===== config.mk =====
export PLATFORM = sky130hd
export DESIGN_NAME = bcd_modn_counter
export DESIGN_NICKNAME = d
export VERILOG_FILES = /design/src/rtl/bcd_pkg.sv /design/src/rtl/seg7_decode.sv /design/src/rtl/bcd_modn_counter.sv
export SDC_FILE = /design/constraint.sdc
export NUM_CORES = 1
export LEC_CHECK = 0
export ABC_CLOCK_PERIOD_IN_PS = 1900
export CAP_MARGIN = 25
export CORE_AREA = 5 5 86 48
export DETAILED_ROUTE_END_ITERATION = 12
export DIE_AREA = 0 0 91 53
export GPL_ROUTABILITY_DRIVEN = 0
export REMOVE_ABC_BUFFERS = 1
export SYNTH_ARGS = -nofsm -noshare
export SYNTH_HDL_FRONTEND = slang
export SYNTH_SLANG_ARGS = --single-unit

===== constraint.sdc =====
create_clock -name clk -period 1.9 [get_ports clk]
set_input_delay 0.38 -clock clk [delete_from_list [all_inputs] [get_ports clk]]
set_output_delay 0.38 -clock clk [all_outputs]
set_load 0.1 [all_outputs]

===== src/rtl/bcd_pkg.sv =====
// Shared constants for the BCD modulo-N counter: widths, seven-segment patterns
// (a..g MSB to LSB, active-high) and a constant-time integer-to-BCD helper.
package bcd_pkg;

    localparam int BCD_W = 4;
    localparam int SEG_W = 7;

    localparam logic [SEG_W-1:0] SEG_0     = 7'b1111110;
    localparam logic [SEG_W-1:0] SEG_1     = 7'b0110000;
    localparam logic [SEG_W-1:0] SEG_2     = 7'b1101101;
    localparam logic [SEG_W-1:0] SEG_3     = 7'b1111001;
    localparam logic [SEG_W-1:0] SEG_4     = 7'b0110011;
    localparam logic [SEG_W-1:0] SEG_5     = 7'b1011011;
    localparam logic [SEG_W-1:0] SEG_6     = 7'b1011111;
    localparam logic [SEG_W-1:0] SEG_7     = 7'b1110000;
    localparam logic [SEG_W-1:0] SEG_8     = 7'b1111111;
    localparam logic [SEG_W-1:0] SEG_9     = 7'b1111011;
    localparam logic [SEG_W-1:0] SEG_BLANK = 7'b0000000;

    // Used only on parameters (MOD-1) to build terminal constants at elaboration.
    function automatic logic [4*BCD_W-1:0] to_bcd(input int unsigned v);
        int unsigned r;
        logic [4*BCD_W-1:0] b;
        r = v;
        b = '0;
        for (int i = 0; i < 4; i++) begin
            b[BCD_W*i +: BCD_W] = BCD_W'(r % 10);
            r = r / 10;
        end
        return b;
    endfunction

endpackage


===== src/rtl/seg7_decode.sv =====
// One-digit BCD to seven-segment decoder; non-decimal codes blank the digit.
module seg7_decode
    import bcd_pkg::*;
(
    input  logic [BCD_W-1:0] bcd_i,
    output logic [SEG_W-1:0] seg_o
);

    always_comb begin
        seg_o = SEG_BLANK;
        case (bcd_i)
            4'd0: seg_o = SEG_0;
            4'd1: seg_o = SEG_1;
            4'd2: seg_o = SEG_2;
            4'd3: seg_o = SEG_3;
            4'd4: seg_o = SEG_4;
            4'd5: seg_o = SEG_5;
            4'd6: seg_o = SEG_6;
            4'd7: seg_o = SEG_7;
            4'd8: seg_o = SEG_8;
            4'd9: seg_o = SEG_9;
            default: seg_o = SEG_BLANK;
        endcase
    end

endmodule


===== src/rtl/bcd_modn_counter.sv =====
// Multi-digit BCD modulo-MOD counter with load, cascadable tc and per-digit
// seven-segment drive. Define BCD_CNT_UPDOWN_EN to add the dn port and down counting.
module bcd_modn_counter
    import bcd_pkg::*;
#(
    parameter int DIGITS = 2,
    parameter int MOD    = 60
) (
    input  logic                      clk,
    input  logic                      clr,
    input  logic                      en,
    input  logic                      load,
    input  logic [BCD_W*DIGITS-1:0]   load_val,
`ifdef BCD_CNT_UPDOWN_EN
    input  logic                      dn,
`endif
    output logic [BCD_W*DIGITS-1:0]   count,
    output logic [SEG_W*DIGITS-1:0]   seg,
    output logic                      tc
);

    localparam int CW = BCD_W * DIGITS;
    localparam logic [CW-1:0] TERM_UP = CW'(to_bcd(MOD - 1));

    logic [CW-1:0] count_q, count_d;
    logic [CW-1:0] inc_v;
    logic          load_ok;
    logic          at_term;
    logic          carry;

    // Valid BCD compares in the same order as its decimal value, so the
    // range check is a plain vector compare against MOD-1.
    always_comb begin
        load_ok = (load_val <= TERM_UP);
        for (int i = 0; i < DIGITS; i++) begin
            if (load_val[BCD_W*i +: BCD_W] > 4'd9) load_ok = 1'b0;
        end
    end

    always_comb begin
        inc_v = count_q;
        carry = 1'b1;
        for (int i = 0; i < DIGITS; i++) begin
            if (carry) begin
                if (count_q[BCD_W*i +: BCD_W] == 4'd9) begin
                    inc_v[BCD_W*i +: BCD_W] = 4'd0;
                end else begin
                    inc_v[BCD_W*i +: BCD_W] = count_q[BCD_W*i +: BCD_W] + 4'd1;
                    carry = 1'b0;
                end
            end
        end
    end

`ifdef BCD_CNT_UPDOWN_EN
    logic [CW-1:0] dec_v;
    logic          borrow;

    always_comb begin
        dec_v  = count_q;
        borrow = 1'b1;
        for (int i = 0; i < DIGITS; i++) begin
            if (borrow) begin
                if (count_q[BCD_W*i +: BCD_W] == 4'd0) begin
                    dec_v[BCD_W*i +: BCD_W] = 4'd9;
                end else begin
                    dec_v[BCD_W*i +: BCD_W] = count_q[BCD_W*i +: BCD_W] - 4'd1;
                    borrow = 1'b0;
                end
            end
        end
    end

    assign at_term = dn ? (count_q == '0) : (count_q == TERM_UP);

    always_comb begin
        count_d = count_q;
        if (load)         count_d = load_ok ? load_val : '0;
        else if (en) begin
            if (at_term)  count_d = dn ? TERM_UP : '0;
            else          count_d = dn ? dec_v : inc_v;
        end
    end
`else
    assign at_term = (count_q == TERM_UP);

    always_comb begin
        count_d = count_q;
        if (load)         count_d = load_ok ? load_val : '0;
        else if (en)      count_d = at_term ? '0 : inc_v;
    end
`endif

    always_ff @(posedge clk or negedge clr) begin
        if (!clr) count_q <= '0;
        else      count_q <= count_d;
    end

    assign count = count_q;
    assign tc    = clr & en & ~load & at_term;

    for (genvar g = 0; g < DIGITS; g++) begin : g_seg
        seg7_decode u_seg (
            .bcd_i (count_q[BCD_W*g +: BCD_W]),
            .seg_o (seg[SEG_W*g +: SEG_W])
        );
    end

endmodule

==> impl_metrics.prom, run 1 <==
# TYPE chip_impl_metric gauge
chip_impl_metric{name="final_net_count",unit=""} 206
chip_impl_metric{name="number_of_storage_elements_in_the_synthesis_netlist",unit=""} 8
chip_impl_metric{name="max-vdd-ir-drop",unit="mV"} 1.04
chip_impl_metric{name="worstPathArrival",unit="ns"} 1.54
chip_impl_metric{name="switchingPower",unit="mW"} 1.72
chip_impl_metric{name="dr.pass1.iters",unit=""} 4
chip_impl_metric{name="grt_pass1_vias",unit=""} 1004
chip_impl_metric{name="netlist_area",unit="µm²"} 951
chip_impl_metric{name="report.final.hold_viol_count",unit=""} 0
chip_impl_metric{name="core_area",unit="µm²"} 3280
chip_impl_metric{name="met3WireLength",unit="µm"} 149
chip_impl_info{name="cts_tree",value="done"} 1
chip_impl_metric{name="yosys_warnings",unit=""} 0
chip_impl_metric{name="max_clock_freq",unit="MHz"} 520
chip_impl_metric{name="drive_above_1_share",unit="%"} 47.7
chip_impl_metric{name="path_clk_slew",unit="ns"} 0.04
chip_impl_metric{name="clk_latency_worst_skew_pair",unit="ns"} 0.23
chip_impl_metric{name="place.port_buffers",unit=""} 34
chip_impl_metric{name="whs",unit="ns"} 0.473
chip_impl_metric{name="routed_via_density",unit=""} 5.10
chip_impl_metric{name="switching_fraction",unit="%"} 57.1
chip_impl_info{name="setup.worst_path.class",value="reg -> out"} 1
chip_impl_metric{name="wl_met2",unit="mm"} 1.67
chip_impl_metric{name="routed_wirelength",unit="mm"} 3.57
chip_impl_info{name="highest_layer",value="met4"} 1
chip_impl_metric{name="tritoncts.num_buffers",unit=""} 3
chip_impl_info{name="run_status",value="finished, violations left"} 1
chip_impl_metric{name="inserted_diodes",unit=""} 0
chip_impl_metric{name="share_seq_of_total_power",unit="%"} 8.9
chip_impl_info{name="ctsRootBufferMaster",value="clkbuf_8"} 1
chip_impl_metric{name="synth.lib_cells_used.distinct",unit=""} 27
chip_impl_metric{name="globalRouteOverflowTotal",unit=""} 0
chip_impl_metric{name="fin_tns_setup",unit="ns"} -0.0303
chip_impl_metric{name="cap_viol_max_count",unit=""} 0
chip_impl_metric{name="required",unit="ns"} 1.52
chip_impl_info{name="crit_path_start_kind",value="register"} 1
chip_impl_metric{name="post_route_total_power",unit="mW"} 3.01
chip_impl_metric{name="detail-route-antenna-nets",unit=""} 0
chip_impl_metric{name="die_x",unit="µm"} 91
chip_impl_metric{name="internal_power",unit="mW"} 1.29
chip_impl_info{name="layout_common_cells",value="buf_4, buf_12, ha_1, clkdlybuf4s50_1"} 1
chip_impl_metric{name="final-setup-viol-count",unit=""} 3
chip_impl_metric{name="detailroute.via_count",unit=""} 1111
chip_impl_metric{name="placed_instance_area",unit="µm²"} 1680
chip_impl_metric{name="starting_density",unit="%"} 29.0
chip_impl_metric{name="floorplan.io_pins",unit=""} 35
chip_impl_metric{name="grt_usage",unit="%"} 14.0
chip_impl_info{name="layout.cells.most_common",value="buf_4"} 1
chip_impl_metric{name="fin_crit",unit="ns"} 1.92
chip_impl_metric{name="detailedRoute.firstIterationViolations",unit=""} 63
chip_impl_metric{name="remaining_drc_errors",unit=""} 0
chip_impl_info{name="grt_setup_unrepaired",value="yes"} 1
chip_impl_metric{name="detail_route.wl_per_cell",unit="µm"} 16.4
chip_impl_metric{name="pin_count_of_the_biggest_net_entering_global_routing",unit=""} 14
chip_impl_info{name="violations_in_the_final_reports",value="negative setup slack"} 1
chip_impl_metric{name="fin_cells",unit=""} 218
chip_impl_metric{name="grt_pass1_wl",unit="mm"} 5.25
chip_impl_metric{name="synthesis.instances",unit=""} 116
chip_impl_metric{name="cts_sinks",unit=""} 8
chip_impl_metric{name="slew_viol_final",unit=""} 0
chip_impl_metric{name="worst-slew-pin-transition",unit="ns"} 0.382
chip_impl_metric{name="power_leakage",unit="nW"} 0.879
chip_impl_metric{name="final_critical_path_setup_slack",unit="ns"} -0.0223
chip_impl_metric{name="clock_tree.htree_level_count",unit=""} 1
chip_impl_metric{name="placedCellCount",unit=""} 203
chip_impl_metric{name="post_route_design_area",unit="µm²"} 1950
chip_impl_metric{name="cellPowerDensity",unit="nW/µm²"} 1540
chip_impl_metric{name="largest_register_ffs",unit=""} 8
chip_impl_metric{name="synth_area_per_cell",unit="µm²"} 8.20
chip_impl_metric{name="number_of_antenna_violations_at_the_first_check_in_global_routing",unit=""} 0
chip_impl_metric{name="ff2ff_setup_slack",unit="ns"} 0.11
chip_impl_metric{name="die_h",unit="µm"} 53
chip_impl_metric{name="p_clk_share",unit="%"} 6.9
chip_impl_info{name="end_kind",value="output pin"} 1
chip_impl_metric{name="comb_power_share",unit="%"} 84.2
chip_impl_metric{name="design.die.area",unit="µm²"} 4820
chip_impl_metric{name="dp_hpwl",unit="mm"} 2.55
chip_impl_metric{name="synth_sequential_area_ratio",unit="%"} 21.1
chip_impl_metric{name="slew-limit-headroom",unit="%"} 74.4
chip_impl_metric{name="met1Wirelength",unit="mm"} 1.70
chip_impl_metric{name="clock_tree.buffer_depth",unit=""} 2
chip_impl_metric{name="fin_skew",unit="ns"} 0.00385
chip_impl_metric{name="min_period_over_period",unit="%"} 101
chip_impl_metric{name="rows",unit=""} 15
chip_impl_info{name="worst_hold_path_type",value="in -> async"} 1
chip_impl_metric{name="flow.area_growth_from_synthesis",unit="%"} 105
chip_impl_metric{name="cp_max_fo",unit=""} 3
routing by layer:
layer	global-route usage, %	up-vias
met5	0	-
met1	19.7	537
li1	-	541
met2	21.8	27
met4	3.66	0
met3	2.98	6
final timing paths:
kind,startpoint,end,depth (start not counted)
max reg2reg,count[0],count[5],6
max,count[1],seg[1],7
max in group asynchronous,clr,count[7],2
min,clr,count[2],2
min in group clk,count[4],count[4],2
min reg2reg,count[4],count[4],2
stage by stage:
step | worst slack, ns | util, %
3_3_place_gp | 0.0701 | 51.0
3_5_place_dp | 0.0240 | 51.0
6_report | -0.0223 | 59.3
4_1_cts | -0.0344 | 56.6
2_1_floorplan | -2.29 | -
5_1_grt | -0.0947 | 59.3
critical path, stage by stage (launching register included):
cell	delay, ns
dfrtp_1	0.38
inv_2	0.09
buf_6	0.13
ha_4	0.13
inv_2	0.04
o21a_1	0.17
o22ai_2	0.17
buf_12	0.21
power groups by stage:
stage / Clock [mW] / Sequential [mW] / Combinational [mW]
4_1_cts: 0.213 / 0.275 / 2.45
5_1_grt: 0.226 / 0.274 / 2.61
3_3_place_gp: 0 / 0.261 / 2.27
6_report: 0.206 / 0.268 / 2.53
3_5_place_dp: 0 / 0.262 / 2.29
2_1_floorplan: 0 / 0.516 / 1.14
final cells by class:
type / instances / area (µm²)
Tap cell: 42 / 52.6
Sequential cell: 8 / 205
Multi-Input combinational cell: 92 / 792
Inverter: 9 / 36.3
Timing Repair Buffer: 64 / 821
Clock buffer: 3 / 41.3
Fill cell: 256 / 1340
logic make-up after synthesis:
group / synth area share, %
xor gates and xnor gates: 2.76
and+or+nand+nor: 18.3
DFF: 21.1
AOI/OAI and AO/OA: 29.7
adders and majority gates: 21.1
buffers and inverters: 7.10
repair_timing:
action	CTS	global route
pin swaps	3	4
setup endpoints to repair	13	13
setup buffers	4	8
hold endpoints to repair	0	0
hold buffers	0	0
gates resized for setup	31	13
cells in the mapped netlist:
library cell  number  area (µm²)
a211oi_1           1        7.51
a21o_1             3        22.5
a21oi_1            6        30.0
a21oi_2            1        8.76
a221oi_1           4        35.0
a22oi_1            2        15.0
a311oi_1           1        8.76
a311oi_4           1        26.3
a32oi_1            1        8.76
and3_1             1        6.26
and3b_1            2        17.5
buf_6              1        11.3
clkbuf_1           6        22.5
dfrtp_1            8         200
ha_1              16         200
inv_1              9        33.8
nand2_1            6        22.5
nand2b_1           6        37.5
nand3_1            6        30.0
nand3b_1           1        7.51
nor2_1             3        11.3
nor2b_1            5        31.3
nor3_1             2        10.0
o21a_1             2        15.0
o21ai_0           11        55.1
o22ai_1            8        50.1
xnor2_1            3        26.3
(Power assumes the default switching activity.)
==> run 2: changes to the inputs <==
ABC_CLOCK_PERIOD_IN_PS = default   (was 1900)
SLEW_MARGIN = 20   (was default)
==> results of run 2 <==
Same layout as run 1: the final DEF is identical, and so are final timing and power.
==> run 3: changes to the inputs <==
TNS_END_PERCENT = 1   (was default)
==> run 3 against run 2 <==
Net effect:
- the flow still finishes with violations (negative setup slack)
- clock skew grew 0.00061 ns
- maximum frequency shrank 0.11%
- power shrank 3.7%
- critical path type unchanged
- first-iteration DRC count shrank 40%
- critical path depth is the same
- die area is the same
==> impl_metrics.prom, run 3 (same netlist as run 1, synthesis figures left out) <==
# TYPE chip_impl_metric gauge
chip_impl_info{name="violations_in_the_final_reports",value="negative setup slack"} 1
chip_impl_metric{name="routed_via_density",unit=""} 5.11
chip_impl_metric{name="switchingPower",unit="mW"} 1.68
chip_impl_metric{name="share_seq_of_total_power",unit="%"} 9.6
chip_impl_metric{name="die_x",unit="µm"} 91
chip_impl_metric{name="switching_fraction",unit="%"} 58.0
chip_impl_metric{name="largest_register_ffs",unit=""} 8
chip_impl_metric{name="worst_r2r_path_depth",unit=""} 6
chip_impl_metric{name="grt_pass1_wl",unit="mm"} 5.09
chip_impl_metric{name="dr.pass1.iters",unit=""} 4
chip_impl_metric{name="post-route-util",unit="%"} 56.6
chip_impl_metric{name="placedCellCount",unit=""} 203
chip_impl_metric{name="grtUsageMet3",unit="%"} 2.98
chip_impl_metric{name="min_period_over_period",unit="%"} 101
chip_impl_metric{name="required",unit="ns"} 1.52
chip_impl_metric{name="cts-hold-fix-buffers",unit=""} 0
chip_impl_metric{name="slew_viol_final",unit=""} 0
chip_impl_metric{name="design.die.area",unit="µm²"} 4820
chip_impl_metric{name="flow.area_growth_from_synthesis",unit="%"} 95.5
chip_impl_info{name="run_status",value="finished, violations left"} 1
chip_impl_metric{name="detailroute.via_count",unit=""} 1069
chip_impl_metric{name="remaining_drc_errors",unit=""} 0
chip_impl_metric{name="place.port_buffers",unit=""} 34
chip_impl_metric{name="routed_wirelength",unit="mm"} 3.33
chip_impl_metric{name="p_clk_share",unit="%"} 7.1
chip_impl_metric{name="clk_latency_worst_skew_pair",unit="ns"} 0.23
chip_impl_metric{name="max-vdd-ir-drop",unit="mV"} 1.04
chip_impl_metric{name="grt_usage",unit="%"} 13.6
chip_impl_metric{name="cp_max_fo",unit=""} 3
chip_impl_info{name="crit_path_start_kind",value="register"} 1
chip_impl_metric{name="tritoncts.num_buffers",unit=""} 3
chip_impl_metric{name="cap_viol_max_count",unit=""} 0
chip_impl_metric{name="floorplan.io_pins",unit=""} 35
chip_impl_metric{name="final_critical_path_setup_slack",unit="ns"} -0.0245
chip_impl_metric{name="cts_sinks",unit=""} 8
chip_impl_info{name="cts_tree",value="done"} 1
chip_impl_metric{name="inserted_diodes",unit=""} 0
chip_impl_metric{name="pin_count_of_the_biggest_net_entering_global_routing",unit=""} 14
chip_impl_info{name="worst_hold_path_type",value="in -> async"} 1
chip_impl_info{name="setup.worst_path.class",value="reg -> out"} 1
chip_impl_metric{name="final-setup-viol-count",unit=""} 3
chip_impl_metric{name="internal_power",unit="mW"} 1.22
chip_impl_info{name="grt_setup_unrepaired",value="yes"} 1
chip_impl_metric{name="placed_instance_area",unit="µm²"} 1680
chip_impl_info{name="grt.busiest_layer",value="met2"} 1
chip_impl_metric{name="report.final.hold_viol_count",unit=""} 0
chip_impl_metric{name="fin_crit",unit="ns"} 1.92
chip_impl_metric{name="core_area",unit="µm²"} 3280
chip_impl_metric{name="fin_cells",unit=""} 209
chip_impl_metric{name="worst-slew-pin-transition",unit="ns"} 0.366
chip_impl_metric{name="met1_usage",unit="%"} 19.2
chip_impl_metric{name="number_of_antenna_violations_at_the_first_check_in_global_routing",unit=""} 0
chip_impl_info{name="layout.cells.most_common",value="buf_12"} 1
chip_impl_metric{name="final_net_count",unit=""} 197
chip_impl_metric{name="comb_power_share",unit="%"} 83.3
chip_impl_metric{name="cellPowerDensity",unit="nW/µm²"} 1560
chip_impl_metric{name="max_clock_freq",unit="MHz"} 520
chip_impl_metric{name="drive_above_1_share",unit="%"} 43.7
chip_impl_metric{name="post_route_total_power",unit="mW"} 2.90
chip_impl_metric{name="detail-route-antenna-nets",unit=""} 0
chip_impl_metric{name="grt_pass1_vias",unit=""} 993
chip_impl_metric{name="worstPathArrival",unit="ns"} 1.54
chip_impl_metric{name="grt_util_met2",unit="%"} 20.7
chip_impl_metric{name="power_leakage",unit="nW"} 0.828
chip_impl_metric{name="fin_skew",unit="ns"} 0.00446
chip_impl_metric{name="globalRouteOverflowTotal",unit=""} 0
chip_impl_info{name="ctsRootBufferMaster",value="clkbuf_8"} 1
chip_impl_metric{name="detail_route.wl_per_cell",unit="µm"} 15.9
chip_impl_metric{name="clock_tree.buffer_depth",unit=""} 2
chip_impl_metric{name="path_clk_slew",unit="ns"} 0.04
chip_impl_metric{name="slew-limit-headroom",unit="%"} 75.5
chip_impl_metric{name="rows",unit=""} 15
chip_impl_metric{name="die_h",unit="µm"} 53
chip_impl_metric{name="starting_density",unit="%"} 29.0
chip_impl_metric{name="detailedRoute.firstIterationViolations",unit=""} 38
chip_impl_info{name="layout_common_cells",value="buf_12, buf_4, ha_1, clkdlybuf4s50_1"} 1
chip_impl_metric{name="dp_hpwl",unit="mm"} 2.55
chip_impl_metric{name="post_route_design_area",unit="µm²"} 1860
chip_impl_info{name="end_kind",value="output pin"} 1
chip_impl_metric{name="clock_tree.htree_level_count",unit=""} 1
run 3: cell count changes in the layout (fill, tap and decap cells not counted):
cell,before,now
o21ai_2,2,3
ha_1,11,12
o22ai_1,2,4
buf_4,26,17
o21ai_1,5,4
ha_4,3,2
o22ai_2,6,4
run 3: per-layer routing:
layer	vias to the layer above	part of all wire [%]
li1	529	-
met1	506	48
met2	28	46
met3	6	4.1
met4	0	1.4
met5	-	0
run 3: worst max-delay path, stage by stage, from the launching register on:
cell and delay [ns]:
dfrtp_1 0.38, inv_2 0.09, buf_6 0.12, ha_1 0.15, inv_2 0.05, o21a_1 0.18, o22ai_2 0.15, buf_12 0.21
run 3: area by class of cell:
type,instances,area (µm²)
inverter,9,36.3
fill,280,1430
clock buffer,3,41.3
timing repair buffer,55,753
tap,42,52.6
multi-input combinational,92,771
sequential,8,205
run 3: final timing paths:
| path | slack (ns) | endpoint | startpoint |
|---|---|---|---|
| setup / recovery | -0.02 | seg[1] | count[1] |
| min in group clk | 0.61 | count[4] | count[4] |
| hold / removal | 0.47 | count[2] | clr |
| hold reg to reg | 0.61 | count[4] | count[4] |
| max in group asynchronous | 1.28 | count[7] | clr |
| setup reg to reg | 0.11 | count[5] | count[0] |
run 3: per-stage QoR:
step           setup TNS, ns  hold slack (ns)  setup WS, ns
2_1_floorplan         -28.96           0.0844         -2.29
3_3_place_gp               0            0.538        0.0701
3_5_place_dp               0            0.580        0.0240
4_1_cts               -0.213            0.470       -0.0682
5_1_grt               -0.603            0.506        -0.101
6_report             -0.0439            0.471       -0.0245
run 3: power by group through the flow:
stage	Combinational [mW]	Clock, mW	Sequential [mW]
6_report	2.41	0.205	0.279
4_1_cts	2.37	0.213	0.268
2_1_floorplan	1.14	0	0.516
3_3_place_gp	2.27	0	0.261
3_5_place_dp	2.29	0	0.262
5_1_grt	2.49	0.226	0.286
run 3: timing repair:
item,CTS,global route
resized for setup,20,21
setup endpoints to repair,13,13
buffers inserted,1,2
pin swaps,2,4
==> RTL edit (settings of run 3) <==
Add a define of `BCD_CNT_UPDOWN_EN`.
--- a/src/rtl/bcd_modn_counter.sv
+++ b/src/rtl/bcd_modn_counter.sv
@@ -2,2 +2,4 @@
 // seven-segment drive. Define BCD_CNT_UPDOWN_EN to add the dn port and down counting.
+`define BCD_CNT_UPDOWN_EN
+
 module bcd_modn_counter
Interface: changed (added dn); port bits go from 35 to 36. The function was not compared with the original's and may differ.
==> RTL edit against run 3 <==
  * The run still ends with setup timing left
  * Worst setup slack worse by 0.23 ns
  * Critical path type unchanged
  * Clock skew grew 0.0013 ns
  * Area after synthesis increased by 31%
  * Sequential share of layout area is 2.3 points lower
  * Sequential cell count is the same
  * Clock power about the same
  * First-iteration DRC count grew to 5.7 times the old value
  * Final area grew 26%
  * Routed wire length is 59% higher
  * Combinational power up 11%
  * Total power increased by 7.5%
  * Die area is the same
  * Critical path depth did not move
==> RTL edit: results (changes against run 3) <==
| Metric | Value |
|---|---|
| NonClk Buf Share | `40.3% (-0.24 points)` |
| Slew @ Worst Pin | `0.402 ns (+0.0359 ns)` |
| Area fraction in compound gates after synthesis | `32.8% (+3.0 points)` |
| Non-clk bufs | `80 (+45%)` |
| Top delay family on crit path | `simple AND/OR/NAND/NOR gates` |
| Placed wire-length estimate | `3880 um (+52%)` |
| Routed vias | `1584 (+48%)` |
| Placed inst area | `2080 um2 (+24%)` |
| Run status | `finished, violations left` |
| Synth unique cells | `50 (+85%)` |
| Top cells by count, synth | `o21ai_0, ha_1, nand2_1` |
| Final Setup Violations | `13 (+10)` |
| Adder-Cell Fraction of Synth Area | `15.0% (-6.0 points)` |
| Failing checks | `setup timing` |
| Sequential cell area | `204 um2 (-0.61%)` |
| GRT Total Usage | `22.0% (+8.4 points)` |
| Peak supply drop | `886 uV (-14%)` |
| Leak | `0.00104 uW (+25%)` |
| Crit path DAT | `1.78 ns (+0.24 ns)` |
| Routed vias/inst | `5.89 (+15%)` |
| Area grow syn2layout | `87.4%` |
| Post-route setup slack | `-0.257 ns (-0.233 ns)` |
| Setup bufs post-CTS | `9 (+8)` |
| #MultiIn Comb | `126 (+37%)` |
| Layout Nets | `257 (+30%)` |
| First-pass GRT wire length | `8230 um (+62%)` |
-- RTL edit: path summary, 6_finish.rpt --
| kind | startpoint | end | slack [ns] | cells past startpoint |
|---|---|---|---|---|
| worst max-delay path | count[1]$_DFFE_PN0P_ | tc | -0.26 | 7 |
| min in group clk | count[5]$_DFFE_PN0P_ | count[5]$_DFFE_PN0P_ | 0.65 | 2 |
| worst min-delay path | clr | count[1]$_DFFE_PN0P_ | 0.48 | 2 |
| max in group asynchronous | clr | count[7]$_DFFE_PN0P_ | 1.27 | 2 |
| worst max register to register | count[1]$_DFFE_PN0P_ | count[7]$_DFFE_PN0P_ | -0.04 | 12 |
| worst min register to register | count[5]$_DFFE_PN0P_ | count[5]$_DFFE_PN0P_ | 0.65 | 2 |
-- RTL edit: metal layers --
layer	wire length, um	track usage, %
met5	0	0
met2	2300	33.9
met1	2370	31.0
met4	104	3.17
met3	522	6.39
-- RTL edit: power breakdown --
part	switching, uW	internal (uW)
clock	67.8	137
combinational	1660	1000
sequential	40.2	201
